<file path="src/rtl/hex_cal_pkg.sv">
// Shared definitions for the hex calculator output formatter: FSM state
// encoding, ASCII constants and a small nibble helper.
package hex_cal_pkg;

  // Frame sequencer states. StCr/StLf are only reachable when HEX_FMT_CRLF_EN is defined.
  typedef enum logic [2:0] {
    StIdle = 3'd0,
    StEq   = 3'd1,
    StHi   = 3'd2,
    StLo   = 3'd3,
    StCr   = 3'd4,
    StLf   = 3'd5
  } fmt_state_e;

  localparam logic [7:0] ASCII_EQ    = 8'h3D;
  localparam logic [7:0] ASCII_MINUS = 8'h2D;
  localparam logic [7:0] ASCII_ZERO  = 8'h30;
  localparam logic [7:0] ASCII_ONE   = 8'h31;
  localparam logic [7:0] ASCII_A     = 8'h41;
  localparam logic [7:0] ASCII_CR    = 8'h0D;
  localparam logic [7:0] ASCII_LF    = 8'h0A;

  // Magnitude of a negative 4-bit two's-complement result; 0 stays 0 ("-0").
  function automatic logic [3:0] neg_nibble(input logic [3:0] value);
    return (~value) + 4'd1;
  endfunction

endpackage

</file>
<file path="src/rtl/nibble_to_ascii.sv">
// Combinational 4-bit to uppercase hex ASCII converter.
module nibble_to_ascii
  import hex_cal_pkg::*;
(
  input  logic [3:0] i_nibble,
  output logic [7:0] o_ascii
);

  // 0-9 map onto '0'..'9', 10-15 onto 'A'..'F'.
  always_comb begin
    o_ascii = ASCII_ZERO;
    if (i_nibble < 4'd10) begin
      o_ascii = ASCII_ZERO + {4'h0, i_nibble};
    end else begin
      o_ascii = ASCII_A + {4'h0, i_nibble - 4'd10};
    end
  end

endmodule

</file>
<file path="src/rtl/hex_result_fmt.sv">
// Formats one 4-bit add/sub result as an ASCII frame "=D1D0" for the UART TX.
// Build option: define HEX_FMT_CRLF_EN to append CR LF to every frame.
module hex_result_fmt
  import hex_cal_pkg::*;
(
  input  logic       clk,
  input  logic       rst_n,
  input  logic       res_valid,
  output logic       res_ready,
  input  logic       op_sub,
  input  logic [3:0] sum,
  input  logic       c_out,
  output logic [7:0] tx_data,
  output logic       tx_valid,
  input  logic       tx_ready,
  output logic       busy
);

  fmt_state_e r_state, w_state_next;
  logic       r_op_sub, r_c_out;
  logic [3:0] r_sum;
  logic [7:0] r_tx_data, w_tx_data_next;
  logic       r_tx_valid, w_tx_valid_next;

  logic       w_accept;
  logic       w_negative;
  logic [3:0] w_lo_nibble;
  logic [7:0] w_lo_ascii;
  logic [7:0] w_hi_byte;

  assign w_accept   = res_valid && (r_state == StIdle);
  assign w_negative = r_op_sub && !r_c_out;

  // D0 shows the magnitude, so negative subtraction results are re-negated.
  assign w_lo_nibble = w_negative ? neg_nibble(r_sum) : r_sum;

  nibble_to_ascii u_lo_digit (
    .i_nibble (w_lo_nibble),
    .o_ascii  (w_lo_ascii)
  );

  // D1: carry digit for add, sign for subtract.
  always_comb begin
    w_hi_byte = ASCII_ZERO;
    if (!r_op_sub) begin
      w_hi_byte = r_c_out ? ASCII_ONE : ASCII_ZERO;
    end else begin
      w_hi_byte = r_c_out ? ASCII_ZERO : ASCII_MINUS;
    end
  end

  // Latch the result operands on acceptance.
  always_ff @(posedge clk or negedge rst_n) begin
    if (!rst_n) begin
      r_op_sub <= 1'b0;
      r_sum    <= 4'h0;
      r_c_out  <= 1'b0;
    end else if (w_accept) begin
      r_op_sub <= op_sub;
      r_sum    <= sum;
      r_c_out  <= c_out;
    end
  end

  // State and registered TX outputs.
  always_ff @(posedge clk or negedge rst_n) begin
    if (!rst_n) begin
      r_state    <= StIdle;
      r_tx_data  <= 8'h00;
      r_tx_valid <= 1'b0;
    end else begin
      r_state    <= w_state_next;
      r_tx_data  <= w_tx_data_next;
      r_tx_valid <= w_tx_valid_next;
    end
  end

  // Next state plus the byte to present after the transition; holds on stall.
  always_comb begin
    w_state_next    = r_state;
    w_tx_data_next  = r_tx_data;
    w_tx_valid_next = r_tx_valid;
    case (r_state)
      StIdle: begin
        if (res_valid) begin
          w_state_next    = StEq;
          w_tx_data_next  = ASCII_EQ;
          w_tx_valid_next = 1'b1;
        end
      end
      StEq: begin
        if (tx_ready) begin
          w_state_next   = StHi;
          w_tx_data_next = w_hi_byte;
        end
      end
      StHi: begin
        if (tx_ready) begin
          w_state_next   = StLo;
          w_tx_data_next = w_lo_ascii;
        end
      end
      StLo: begin
        if (tx_ready) begin
`ifdef HEX_FMT_CRLF_EN
          w_state_next   = StCr;
          w_tx_data_next = ASCII_CR;
`else
          w_state_next    = StIdle;
          w_tx_data_next  = 8'h00;
          w_tx_valid_next = 1'b0;
`endif
        end
      end
`ifdef HEX_FMT_CRLF_EN
      StCr: begin
        if (tx_ready) begin
          w_state_next   = StLf;
          w_tx_data_next = ASCII_LF;
        end
      end
      StLf: begin
        if (tx_ready) begin
          w_state_next    = StIdle;
          w_tx_data_next  = 8'h00;
          w_tx_valid_next = 1'b0;
        end
      end
`endif
      default: begin
        w_state_next    = StIdle;
        w_tx_data_next  = 8'h00;
        w_tx_valid_next = 1'b0;
      end
    endcase
  end

  assign res_ready = (r_state == StIdle);
  assign busy      = (r_state != StIdle);
  assign tx_data   = r_tx_data;
  assign tx_valid  = r_tx_valid;

endmodule

</file>
<file path="config.mk">
export PLATFORM = sky130hd
export DESIGN_NAME = hex_result_fmt
export DESIGN_NICKNAME = d
export VERILOG_FILES = /design/src/rtl/hex_cal_pkg.sv /design/src/rtl/nibble_to_ascii.sv /design/src/rtl/hex_result_fmt.sv
export SDC_FILE = /design/constraint.sdc
export NUM_CORES = 1
export LEC_CHECK = 0
export BUFFER_PORTS_ARGS = -buffer_cell sky130_fd_sc_hd__buf_2
export CAP_MARGIN = 10
export CORE_ASPECT_RATIO = 1.4
export CORE_MARGIN = 2
export CORE_UTILIZATION = 45
export CTS_BUF_LIST = sky130_fd_sc_hd__clkbuf_8
export DETAILED_ROUTE_END_ITERATION = 10
export PLACE_DENSITY = 0.74
export SLEW_MARGIN = 20
export SYNTH_ARGS = -nofsm -noshare
export SYNTH_HDL_FRONTEND = slang
export SYNTH_SLANG_ARGS = --single-unit
</file>
<file path="constraint.sdc">
create_clock -name clk -period 4.4 [get_ports clk]
set_clock_uncertainty 0.15 [all_clocks]
set_input_delay 0.22 -clock clk [delete_from_list [all_inputs] [get_ports clk]]
set_output_delay 0.22 -clock clk [all_outputs]
set_load 0.005 [all_outputs]
</file>
# Word level (Yosys, flattened, before mapping)
# Index checks and enable logic that the tools add are counted.
classes:
  n_addsub: 4
  order_cmp: 1
  eq_ne: 7
  n_mux: 18
  n_bitwise: 2
  reduce_logical: 8
op_table:
  columns: ["operator", "n"]
  rows:
  - ["two-way mux 8 bit", 5]
  - ["one-hot mux 8 bit (4 select lines)", 1]
  - ["two-way mux 3 bit", 4]
  - ["one-hot mux 3 bit (4 select lines)", 1]
  - ["two-way mux 5 bit", 2]
  - ["adder 7 x 4 -> 8 bit (first input constant)", 1]
  - ["!= test 2 bit (second input constant)", 4]
  - ["adder 6 x 4 -> 7 bit (first input constant)", 1]
  - ["== test 3 x 2 -> 1 bit (second input constant)", 2]
  - ["adder 4 x 1 -> 4 bit (second input constant)", 1]
  - ["< comparator 4 bit (second input constant)", 1]
  - ["two-way mux 4 bit", 1]
  - ["inverter 4 bit", 1]
  - ["AND reduction 4 bit", 1]
  - ["subtractor 4 bit (second input constant)", 1]
  - ["== test 3 x 1 -> 1 bit (second input constant)", 1]
  - ["logical NOT 3 bit", 1]
  - ["two-way mux 1 bit", 3]
  - ["one-hot mux 1 bit (3 select lines)", 1]
  - ["AND reduction 3 bit", 1]
  - ["nonzero test 3 bit", 1]
  - ["logical AND 1 bit", 2]
  - ["OR reduction 2 bit", 1]
  - ["logical NOT 1 bit", 1]
  - ["inverter 1 bit", 1]
totals:
  ff_bits: 18
  in_bits: 10
  output_inout_bits: 11
  word_cells: 46

# Longest topological paths before layout
# Gate-level depths: netlist of run 1.
logic_depth:
  ltp_word: 8
  depth_mapped: 9
  depth_no_buf: 9

# By module
# Synthesis of run 1 repeated with hierarchy kept, for this count alone.
unflattened:
  cells_unflattened: 102
  area_unflattened_um2: 1061.0
modules_own_cells:
  columns: ["mod", "n_inst", "cells_per_inst", "area_each_um2", "seq_area_each_um2"]
  rows:
  - ["hex_result_fmt", 1, 82, 925.9, 425.4]
  - ["nibble_to_ascii", 1, 20, 135.1, 0.0]

# Worst setup path before layout of run 1
# Ideal clock, no wire load.
synth_path:
  kind: "reg2reg"
  startpoint: "register r_c_out"
  endpoint: "register r_tx_data[4] (netlist: tx_data[4])"
  setup_ns: 0.087
  arrival_ns: 1.743
  required_time_ns: 4.163
  path_slack_ns: 2.420
  stages_incl_launch_ff: 10
  n_path_buf: 0
  synth_period_minus_slack_ns: 1.980
  cell_sequence: "dfrtp_1 inv_1 ha_1 nor2b_1 xnor2_1 ha_1 nand4b_1 o21ai_0 nor3_1 a22oi_1"
synth_via:
  elab_chain_cells: 8
  word_cells_on_any_way: 13
  classes_between: "add/sub: 3; order compare: 1; mux: 7; reduce/logical: 2"
synth_rtl:
  columns: ["item", "line", "rtl"]
  rows:
  - ["start: declaration", "hex_result_fmt.sv:20", "logic r_op_sub, r_c_out;"]
  - ["start signal: assignment", "hex_result_fmt.sv:61", "r_c_out <= c_out;"]
  - ["logical NOT 1 bit", "hex_result_fmt.sv:32", "assign w_negative = r_op_sub && !r_c_out;"]
  - ["logical AND 1 bit", "hex_result_fmt.sv:32", null]
  - ["two-way mux 4 bit", "hex_result_fmt.sv:35", "assign w_lo_nibble = w_negative ? neg_nibble(r_sum) : r_sum;"]
  - ["subtractor 4 bit", "nibble_to_ascii.sv:15", "o_ascii = ASCII_A + {4'h0, i_nibble - 4'd10};"]
  - ["adder 7 x 4 -> 8 bit", "nibble_to_ascii.sv:15", null]
  - ["two-way mux 8 bit", "nibble_to_ascii.sv:12", "if (i_nibble < 4'd10) begin"]
  - ["two-way mux 8 bit", "hex_result_fmt.sv:98", "if (tx_ready) begin"]
  - ["one-hot mux 8 bit (4 select lines) *", "hex_result_fmt.sv:83", "case (r_state)"]
  - ["end signal: assignment", "hex_result_fmt.sv:73", "r_tx_data <= w_tx_data_next;"]
  - ["end: declaration", "hex_result_fmt.sv:22", "logic [7:0] r_tx_data, w_tx_data_next;"]
# Mark *: on every way between the ends. The rest lies on a longest branch, timed or not. The select of a mux whose other input is x is not followed.
# A chain may end at the register's enable or synchronous reset.

# Final worst setup path of run 1
layout_path:
  startpoint: "register r_state[0]"
  endpoint: "register r_state[1]"
layout_via:
  elab_chain_cells: 3
  word_cells_on_any_way: 10
  classes_between: "eq/ne: 7; mux: 1; reduce/logical: 2"
layout_rtl:
  columns: ["item", "line", "rtl"]
  rows:
  - ["start: declaration", "hex_result_fmt.sv:19", "fmt_state_e r_state, w_state_next;"]
  - ["start signal: assignment", "hex_result_fmt.sv:68", "r_state <= StIdle;"]
  - ["start signal: assignment", "hex_result_fmt.sv:72", "r_state <= w_state_next;"]
  - ["== test 3 x 1 -> 1 bit, or another cell as far along", "hex_result_fmt.sv:83", null]
  - ["!= test 2 bit (no line)", null, null]
  - ["AND reduction 4 bit (no line)", null, null]
# Parallel ways exist; a longest one is shown, timed or not.

==> results_dict.tcl, run 1 <==
set metrics [dict create \
    powerDensity_nw_per_um2 864 \
    post-synth-top-area-fraction 0.391 \
    clk-insertion-delay-late_ns 0.25 \
    wl_met1_microns 742 \
    numCtsBuffers 3 \
    routedWlPerCell_microns 14.1 \
    cts_tree "yes" \
    drtPass1Iterations 4 \
    clk_pin_slew_ns 0.06 \
    leakage_nw 0.559 \
    area_growth_pct 15.8 \
    tns_ns 0 \
    antenna_found_initial 0 \
    synth_nets 118 \
    drt_iter0_drc 18 \
    cp-start-kind "flop" \
    hp-start "c_out" \
    status "complete, no violations" \
    crit_fanout 13 \
    worst_pin_slew_ns 0.942 \
    crit_chain "inv_1 -> ha_1 -> inv_2 -> o22ai_1 -> mux2_2" \
    cp.required_ns 4.39 \
    hold_ws_ns 0.0460 \
    hp-class "in2reg" \
    cts_sinks 16 \
    fin_crit_sh 0.544 \
    grt_pass1_wl_microns 3390 \
    dpl_cell_area_sq_um 1130 \
    drv_cap 0 \
    core_sq_um 2180 \
    root_buffer "clkbuf_8" \
    synth_seq_area_share 0.391 \
    crit_slowest_cell "o22ai_1" \
    ys_types 34 \
    cp_top_family "compound AO/OA/AOI/OAI gates" \
    clockBufferDepth 2 \
    endpoint_kind "flop" \
    portBuffers 19 \
    die_y_microns 60.5 \
    track_usage 0.176 \
    setup_violations 0 \
    final_max_slew_viol_count 0 \
    ant_nets 0 \
    design_area_sq_um 1190 \
    ys.flop_type "dfrtp_1" \
    drive_gt1_frac 0.294 \
    die_area_sq_um 2680 \
    crit_arrival_ns 2.38 \
    reg2reg_from "r_state[0]" \
    dieWidth_microns 44.3 \
    drc 0 \
    crit_path_start "r_state[0]" \
    synthArstFlopShare 1.00 \
    cts_resized 0 \
    synth_edf_count 0 \
    wl_met2_microns 1110 \
    ys.warnings.count 0 \
    totalWireLength_microns 1980 \
    wl_met3_microns 77 \
    io-pin-count 21 \
    timing.slew.headroom 0.372 \
    gp_congestion 0.929 \
    start_util 0.471 \
    synth_largest_area_cell "dfrtp_1" \
    grt-ovfl-total 0 \
    syn_inst 98 \
    max-vdd-ir-drop_mv 0.484 \
    rows 20 \
    nNetsFinal 141 \
    htreeDepth 1 \
    via_per_inst 5.67 \
    top_layer_used "met4" \
    syn_area_sq_um 1020 \
    n_antenna_cell 0 \
    crit_type "reg2reg" \
    synth_seq_cells 16 \
    fmax_mhz 418 \
    grt_pass1_vias 790 \
    grt_start_max_net_pins 17 \
    rsz0062_at_grt "false" \
    syn_area_per_cell_sq_um 10.5 \
    max_stage_delay_ns 0.74 \
    vias 799 \
    dp.final_hpwl_microns 1570 \
    synth_area_leaders "dfrtp_1, ha_1, mux2_2" \
    cp_num_buf_inv 2 \
    min_period_ns 2.39 \
    finalHoldViolations 0 \
]
final cells by class:
cell class	count	area, sq um
clock buffers	3	41.3
multi-input cells	70	574
well taps	22	27.5
repair buffers	20	105
fillers	201	991
flip-flops and latches	16	400
inverters	10	37.5
path summary, 6_finish.rpt:
| kind | end | slack [ns] | depth (start not counted) |
|---|---|---|---|
| worst max register to register | r_state[1] | 2.01 | 5 |
| worst min register to register | tx_data[3] | 0.34 | 2 |
| min in group asynchronous | r_sum[0] | 0.26 | 2 |
| max in group asynchronous | tx_data[0] | 3.59 | 2 |
| worst max-delay path | r_state[1] | 2.01 | 5 |
| worst min-delay path | r_c_out | 0.05 | 2 |
what timing repair did:
item,CTS,global route
endpoints found under the hold margin,16,0
hold buffers,1,0
buffers inserted,0,0
registers in the layout, summed over array words and instances (netlist names):
register and count:
r_c_out 1, r_op_sub 1, r_state 2, r_sum 4, tx_data 7, tx_valid 1
synthesized netlist by cell type, types with 2 or more instances:
cell / count
nor4bb_1: 2
nand2_1: 8
inv_1: 9
mux2_2: 7
mux2i_1: 2
o31a_1: 2
ha_1: 10
nand4b_1: 2
dfrtp_1: 16
a22oi_1: 2
o21ai_1: 5
nor2_1: 2
a21oi_1: 5
nor3_1: 4
xnor2_1: 3
cells by family (layout without fill, tap and decap cells):
group / Yosys count / count (layout) / share of synthesized area
AND/OR/NAND/NOR: 24 / 24 / 0.138
AO/OA/AOI/OAI: 22 / 22 / 0.166
flip-flops: 16 / 16 / 0.391
buffers and inverters: 12 / 33 / 0.0488
adder cells (fa/ha/maj): 10 / 10 / 0.122
multiplexers: 9 / 9 / 0.0965
XOR/XNOR: 4 / 4 / 0.0342
other: 1 / 1 / 0.00366
per-layer routing:
layer | global-route usage | vias up
met2 | 0.330 | 26
met3 | 0.0179 | 5
met5 | 0 | -
li1 | - | 393
met1 | 0.187 | 375
met4 | 0.104 | 0
power breakdown:
group          leakage (nW)  switching, mW  total (mW)  internal [mW]
Sequential            0.197         0.0622       0.286          0.223
Clock                0.0216         0.0495       0.110         0.0608
Combinational         0.341          0.329       0.629          0.299
per-stage QoR:
stage          std cells  setup slack, ns  power (mW)  utilization
2_1_floorplan         98             2.42       0.756            -
3_3_place_gp         137             2.08       0.879        0.521
3_5_place_dp         137             2.01       0.909        0.521
4_1_cts              141             2.02        1.03        0.545
5_1_grt              141             1.76        1.12        0.545
6_report             141             2.01        1.02        0.545
cell usage in the layout (no fill, tap or decap):
| master | instances |
|---|---|
| nor3_1 | 4 |
| nor2b_1 | 1 |
| nor4_1 | 1 |
| or2_2 | 1 |
| nand2b_1 | 1 |
| buf_2 | 19 |
| o211ai_1 | 1 |
| nor4bb_1 | 2 |
| mux2i_1 | 2 |
| o21ai_1 | 5 |
| a22oi_1 | 2 |
| or4b_1 | 1 |
| mux2_2 | 7 |
| nand2_1 | 8 |
| xor2_1 | 1 |
| a2111oi_4 | 1 |
| nand4b_1 | 2 |
| conb_1 | 1 |
| o31ai_2 | 1 |
| o22ai_1 | 1 |
| a22o_1 | 1 |
| inv_1 | 9 |
| o31a_1 | 2 |
| xnor2_1 | 3 |
| dlygate4sd3_1 | 1 |
| o21ai_0 | 1 |
| ha_1 | 10 |
| o211ai_2 | 1 |
| inv_2 | 1 |
| dfrtp_1 | 16 |
| o21a_1 | 1 |
| or3_4 | 1 |
| nor2_1 | 2 |
| clkbuf_8 | 3 |
| a21oi_1 | 5 |
No activity file was read; power rests on OpenSTA's default activity.
==> run 2, diff against run 1 <==
--- a/config.mk
+++ b/config.mk
@@ -12,7 +12,7 @@
 export CORE_UTILIZATION = 45
 export CTS_BUF_LIST = sky130_fd_sc_hd__clkbuf_8
 export DETAILED_ROUTE_END_ITERATION = 10
-export PLACE_DENSITY = 0.74
+export PLACE_DENSITY = 0.76
 export SLEW_MARGIN = 20
 export SYNTH_ARGS = -nofsm -noshare
 export SYNTH_HDL_FRONTEND = slang
==> constraint.sdc (replaced) <==
create_clock -name clk -period 2.1 [get_ports clk]
set_clock_uncertainty 0.15 [all_clocks]
set_input_delay 0.105 -clock clk [delete_from_list [all_inputs] [get_ports clk]]
set_output_delay 0.105 -clock clk [all_outputs]
set_load 0.005 [all_outputs]
==> run 2 against run 1 <==
Fmax rose by 16%. Register-to-register slack got worse by 2.0 ns. Cell count rose by 11%. Largest power group unchanged. Highest routed layer unchanged.
==> results_dict.tcl, run 2 (synthesis results as in run 1) <==
set metrics [dict create \
    status "complete, no violations" \
    portBuffers 19 \
    dp.final_hpwl_microns 1620 \
    via_per_inst 5.53 \
    gp_congestion 0.826 \
    grt_pass1_wl_microns 3680 \
    crit_type "reg2reg" \
    nNetsFinal 156 \
    drtPass1Iterations 4 \
    design_area_sq_um 1350 \
    min_period_ns 2.06 \
    cp.required_ns 2.12 \
    crit_arrival_ns 2.08 \
    ant_nets 0 \
    core_sq_um 2180 \
    powerDensity_nw_per_um2 1800 \
    start_util 0.471 \
    fin_crit_sh 0.981 \
    setup_violations 0 \
    htreeDepth 1 \
    finalHoldViolations 0 \
    clk_pin_slew_ns 0.06 \
    nFillCells 179 \
    routedWlPerCell_microns 14.8 \
    track_usage 0.188 \
    die_y_microns 60.5 \
    tns_ns 0 \
    dieWidth_microns 44.3 \
    crit_slowest_cell "or4b_1" \
    rows 20 \
    drc 0 \
    final_max_slew_viol_count 0 \
    max-vdd-ir-drop_mv 0.834 \
    drt_iter0_drc 9 \
    antenna_found_initial 0 \
    crit_fanout 5 \
    cts_tree "yes" \
    fmax_mhz 485 \
    numCtsBuffers 3 \
    cpMostUsedCell "inv_1" \
    layout_common_cells "buf_2, dfrtp_1, buf_4" \
    clk-insertion-delay-late_ns 0.25 \
    layout_commonest_cell "buf_2" \
    totalWireLength_microns 2310 \
    io-pin-count 21 \
    max_stage_delay_ns 0.50 \
    area_growth_pct 31.7 \
    clockBufferDepth 2 \
    largest_register_ffs 7 \
    n_antenna_cell 0 \
    drive_gt1_frac 0.381 \
    endpoint_kind "flop" \
    rsz0062_at_grt "true" \
    hp-class "in2reg" \
    grt_pass1_vias 863 \
    drv_cap 0 \
    leakage_nw 0.633 \
    vias 863 \
    crit_chain "inv_1 -> ha_2 -> inv_1 -> a2111oi_4 -> or4b_1 -> o211ai_2" \
    root_buffer "clkbuf_8" \
    grt_start_max_net_pins 17 \
    grt-ovfl-total 0 \
    cp-start-kind "flop" \
    die_area_sq_um 2680 \
    dpl_cell_area_sq_um 1190 \
    cts_sinks 16 \
]
==> run 2: cell types whose count changed in the layout (fill, tap and decap cells not counted), moves of 2 or more <==
cell / change
ha_1: -3
dlygate4sd3_1: +6
buf_4: +9
ha_2: +2
==> run 2: area by class of cell <==
class / count / area (sq um) / area share
repair buffers: 35 / 233 / 0.172
flip-flops and latches: 16 / 400 / 0.297
clock buffers: 3 / 41.3 / 0.0306
well taps: 22 / 27.5 / 0.0204
inverters: 10 / 37.5 / 0.0278
multi-input cells: 70 / 611 / 0.452
==> run 2: path summary, 6_finish.rpt <==
check / from / end / slack [ns] / cells after the start
worst min register to register: tx_data[3] / tx_data[3] / 0.33 / 2
min in group asynchronous: rst_n / r_c_out / 0.14 / 2
worst min-delay path: res_valid / tx_valid / 0.04 / 3
worst max-delay path: r_state[0] / tx_data[0] / 0.04 / 6
worst max register to register: r_state[0] / tx_data[0] / 0.04 / 6
max in group asynchronous: rst_n / tx_data[3] / 1.40 / 2
==> run 2: power by group <==
group / switching [mW] / internal [mW]
sequential: 0.123 / 0.468
combinational: 0.793 / 0.815
clock: 0.104 / 0.127
total: 1.02 / 1.41
==> run 2: critical path, delay by kind of cell, from the launching register on <==
family,cells,cell delay (ns)
fa+ha+maj,1,0.23
simple gates,1,0.50
compound gates,2,0.44
flops,1,0.44
buf+inv,2,0.23
==> run 2: stage by stage <==
stage	util	std cells	hold slack (ns)	setup slack (ns)	total power, mW
3_3_place_gp	0.545	144	-0.116	0.0428	1.95
4_1_cts	0.605	154	0.0515	0.00910	2.31
5_1_grt	0.620	156	0.0622	-0.0259	2.62
6_report	0.620	156	0.0416	0.0401	2.43
2_1_floorplan	-	98	-0.341	0.120	1.59
3_5_place_dp	0.545	144	-0.112	-0.0502	2.02
==> run 2: timing repair <==
action                                  in CTS  in global routing
buffers inserted                             0                  2
resized for setup                            4                  5
hold endpoints to repair                    22                  0
pin swaps                                    0                  3
endpoints found under the setup margin       3                  5
hold buffers                                 7                  0
==> run 2: metal layers <==
layer  track usage  wire length (microns)  vias to the layer above
met2         0.376                   1270                       25
met5             0                      0                        -
met3        0.0268                     84                        6
met1         0.187                    890                      409
li1              -                      -                      423
met4        0.0779                     62                        0
==> run 3, diff against run 2 <==
--- a/config.mk
+++ b/config.mk
@@ -5,14 +5,14 @@
 export SDC_FILE = /design/constraint.sdc
 export NUM_CORES = 1
 export LEC_CHECK = 0
-export BUFFER_PORTS_ARGS = -buffer_cell sky130_fd_sc_hd__buf_2
 export CAP_MARGIN = 10
 export CORE_ASPECT_RATIO = 1.4
 export CORE_MARGIN = 2
 export CORE_UTILIZATION = 45
 export CTS_BUF_LIST = sky130_fd_sc_hd__clkbuf_8
 export DETAILED_ROUTE_END_ITERATION = 10
-export PLACE_DENSITY = 0.76
+export DONT_BUFFER_PORTS = 1
+export PLACE_DENSITY = 0.68
 export SLEW_MARGIN = 20
 export SYNTH_ARGS = -nofsm -noshare
 export SYNTH_HDL_FRONTEND = slang
==> run 3 against run 2 <==
First-iteration DRC count is 33% higher. Die area stayed put. Fmax is 2.0% higher. Worst setup slack better by 0.041 ns. Sequential cell count stayed put. Critical endpoint unchanged.
==> results_dict.tcl, run 3 (synthesis results as in run 1) <==
set metrics [dict create \
    powerDensity_nw_per_um2 1860 \
    totalWireLength_microns 2160 \
    antenna_found_initial 0 \
    drt_iter0_drc 12 \
    crit_type "reg2reg" \
    drc 0 \
    clk_pin_slew_ns 0.06 \
    layout_common_cells "dfrtp_1, inv_1, nand2_1, dlygate4sd3_1, buf_4" \
    portBuffers 0 \
    fin_ws_ns 0.0808 \
    dieWidth_microns 44.3 \
    endpoint_kind "flop" \
    crit_fanout 5 \
    max_stage_delay_ns 0.48 \
    cpMostUsedCell "inv_1" \
    finalHoldViolations 0 \
    crit_arrival_ns 2.05 \
    reg2reg_from "r_state[0]" \
    crit_path_start "r_state[0]" \
    area_growth_pct 25.3 \
    hold_ws_ns 0.0824 \
    nFillCells 192 \
    largest_register_ffs 7 \
    cp-start-kind "flop" \
    grt_start_max_net_pins 17 \
    die_y_microns 60.5 \
    hp-start "tx_ready" \
    drv_cap 0 \
    max-vdd-ir-drop_mv 0.886 \
    setup_violations 0 \
    htreeDepth 1 \
    cts_sinks 16 \
    core_sq_um 2180 \
    grt_pass1_wl_microns 3580 \
    numCtsBuffers 3 \
    hp-class "in2reg" \
    die_area_sq_um 2680 \
    fmax_mhz 495 \
    grt-ovfl-total 0 \
    pre_cts_slack_ns -0.0101 \
    nNetsFinal 137 \
    n_antenna_cell 0 \
    io-pin-count 21 \
    cp_num_buf_inv 2 \
    fin_crit_sh 0.962 \
    root_buffer "clkbuf_8" \
    p_total_mw 2.39 \
    cp_top_family "simple AND/OR/NAND/NOR gates" \
    layout_commonest_cell "dfrtp_1" \
    ant_nets 0 \
    worst_pin_slew_ns 0.708 \
    timing.slew.headroom 0.526 \
    drtPass1Iterations 4 \
    track_usage 0.183 \
    crit_slowest_cell "or4b_1" \
    rows 20 \
    status "complete, no violations" \
    drive_gt1_frac 0.284 \
    final_max_slew_viol_count 0 \
    clk-insertion-delay-late_ns 0.25 \
    fin_cells 138 \
    vias 806 \
    final_core_util 0.590 \
    r2r_setup_slack_ns 0.08 \
    clockBufferDepth 2 \
    regArea_sq_um 400 \
    dp.final_hpwl_microns 1600 \
    min_period_ns 2.02 \
    start_util 0.471 \
    leakage_nw 0.559 \
    place_inst 125 \
    grt_pass1_vias 832 \
    multi_input_area_sq_um 623 \
    cts_tree "yes" \
    cp.required_ns 2.13 \
    routedWlPerCell_microns 15.6 \
    via_per_inst 5.84 \
    crit_chain "inv_1 -> ha_2 -> inv_1 -> a2111oi_4 -> or4b_1 -> o211ai_2" \
    gp_congestion 0.752 \
]
## run 3: cell types whose count changed in the layout (fill, tap and decap cells not counted), sizes merged
cell	delta
buf	-20
clkbuf	+1
dlygate4sd3	+1
## run 3: repair_timing
item	CTS	global route
buffers inserted	1	0
endpoints found under the setup margin	1	4
pin swaps	1	0
hold buffers	8	0
cloned	0	0
gates resized for setup	0	10
hold endpoints to repair	23	0
## run 3: final cells by class
cell class	count	area share
Multi-Input combinational cell	70	0.485
Timing Repair Buffer	16	0.109
Sequential cell	16	0.312
Tap cell	22	0.0214
Inverter	10	0.0292
Clock buffer	4	0.0429
## run 3: worst paths after layout
path                               to  cells past startpoint
max in group asynchronous  tx_data[2]                      1
min reg2reg                tx_data[1]                      2
max                        tx_data[0]                      6
max reg2reg                tx_data[0]                      6
min in group asynchronous  r_state[0]                      1
min                        r_state[0]                      4
## run 3: per-layer routing
layer,vias to the layer above,global-route usage,wire length (microns)
met2,19,0.355,1120
met4,0,0.0823,91
met5,-,0,0
met1,395,0.186,878
li1,383,-,-
met3,9,0.0327,62
## run 3: report_power, final
| group | switching (mW) | internal [mW] | total, mW | leakage [nW] |
|---|---|---|---|---|
| clock | 0.109 | 0.166 | 0.276 | 0.0288 |
| sequential | 0.141 | 0.469 | 0.609 | 0.197 |
| combinational | 0.743 | 0.766 | 1.51 | 0.333 |
## run 3: worst register-to-register path: stages, from the launching register on
cell	delay, ns
dfrtp_1	0.43
inv_1	0.11
ha_2	0.23
inv_1	0.11
a2111oi_4	0.34
or4b_1	0.48
o211ai_2	0.09
## run 3: per-stage QoR
stage / cell area [sq um] / setup TNS, ns
floorplan: 1020 / 0
global placement: 1090 / 0
detailed placement: 1090 / -0.0101
CTS: 1230 / 0
global route: 1280 / -0.00688
finish: 1280 / 0
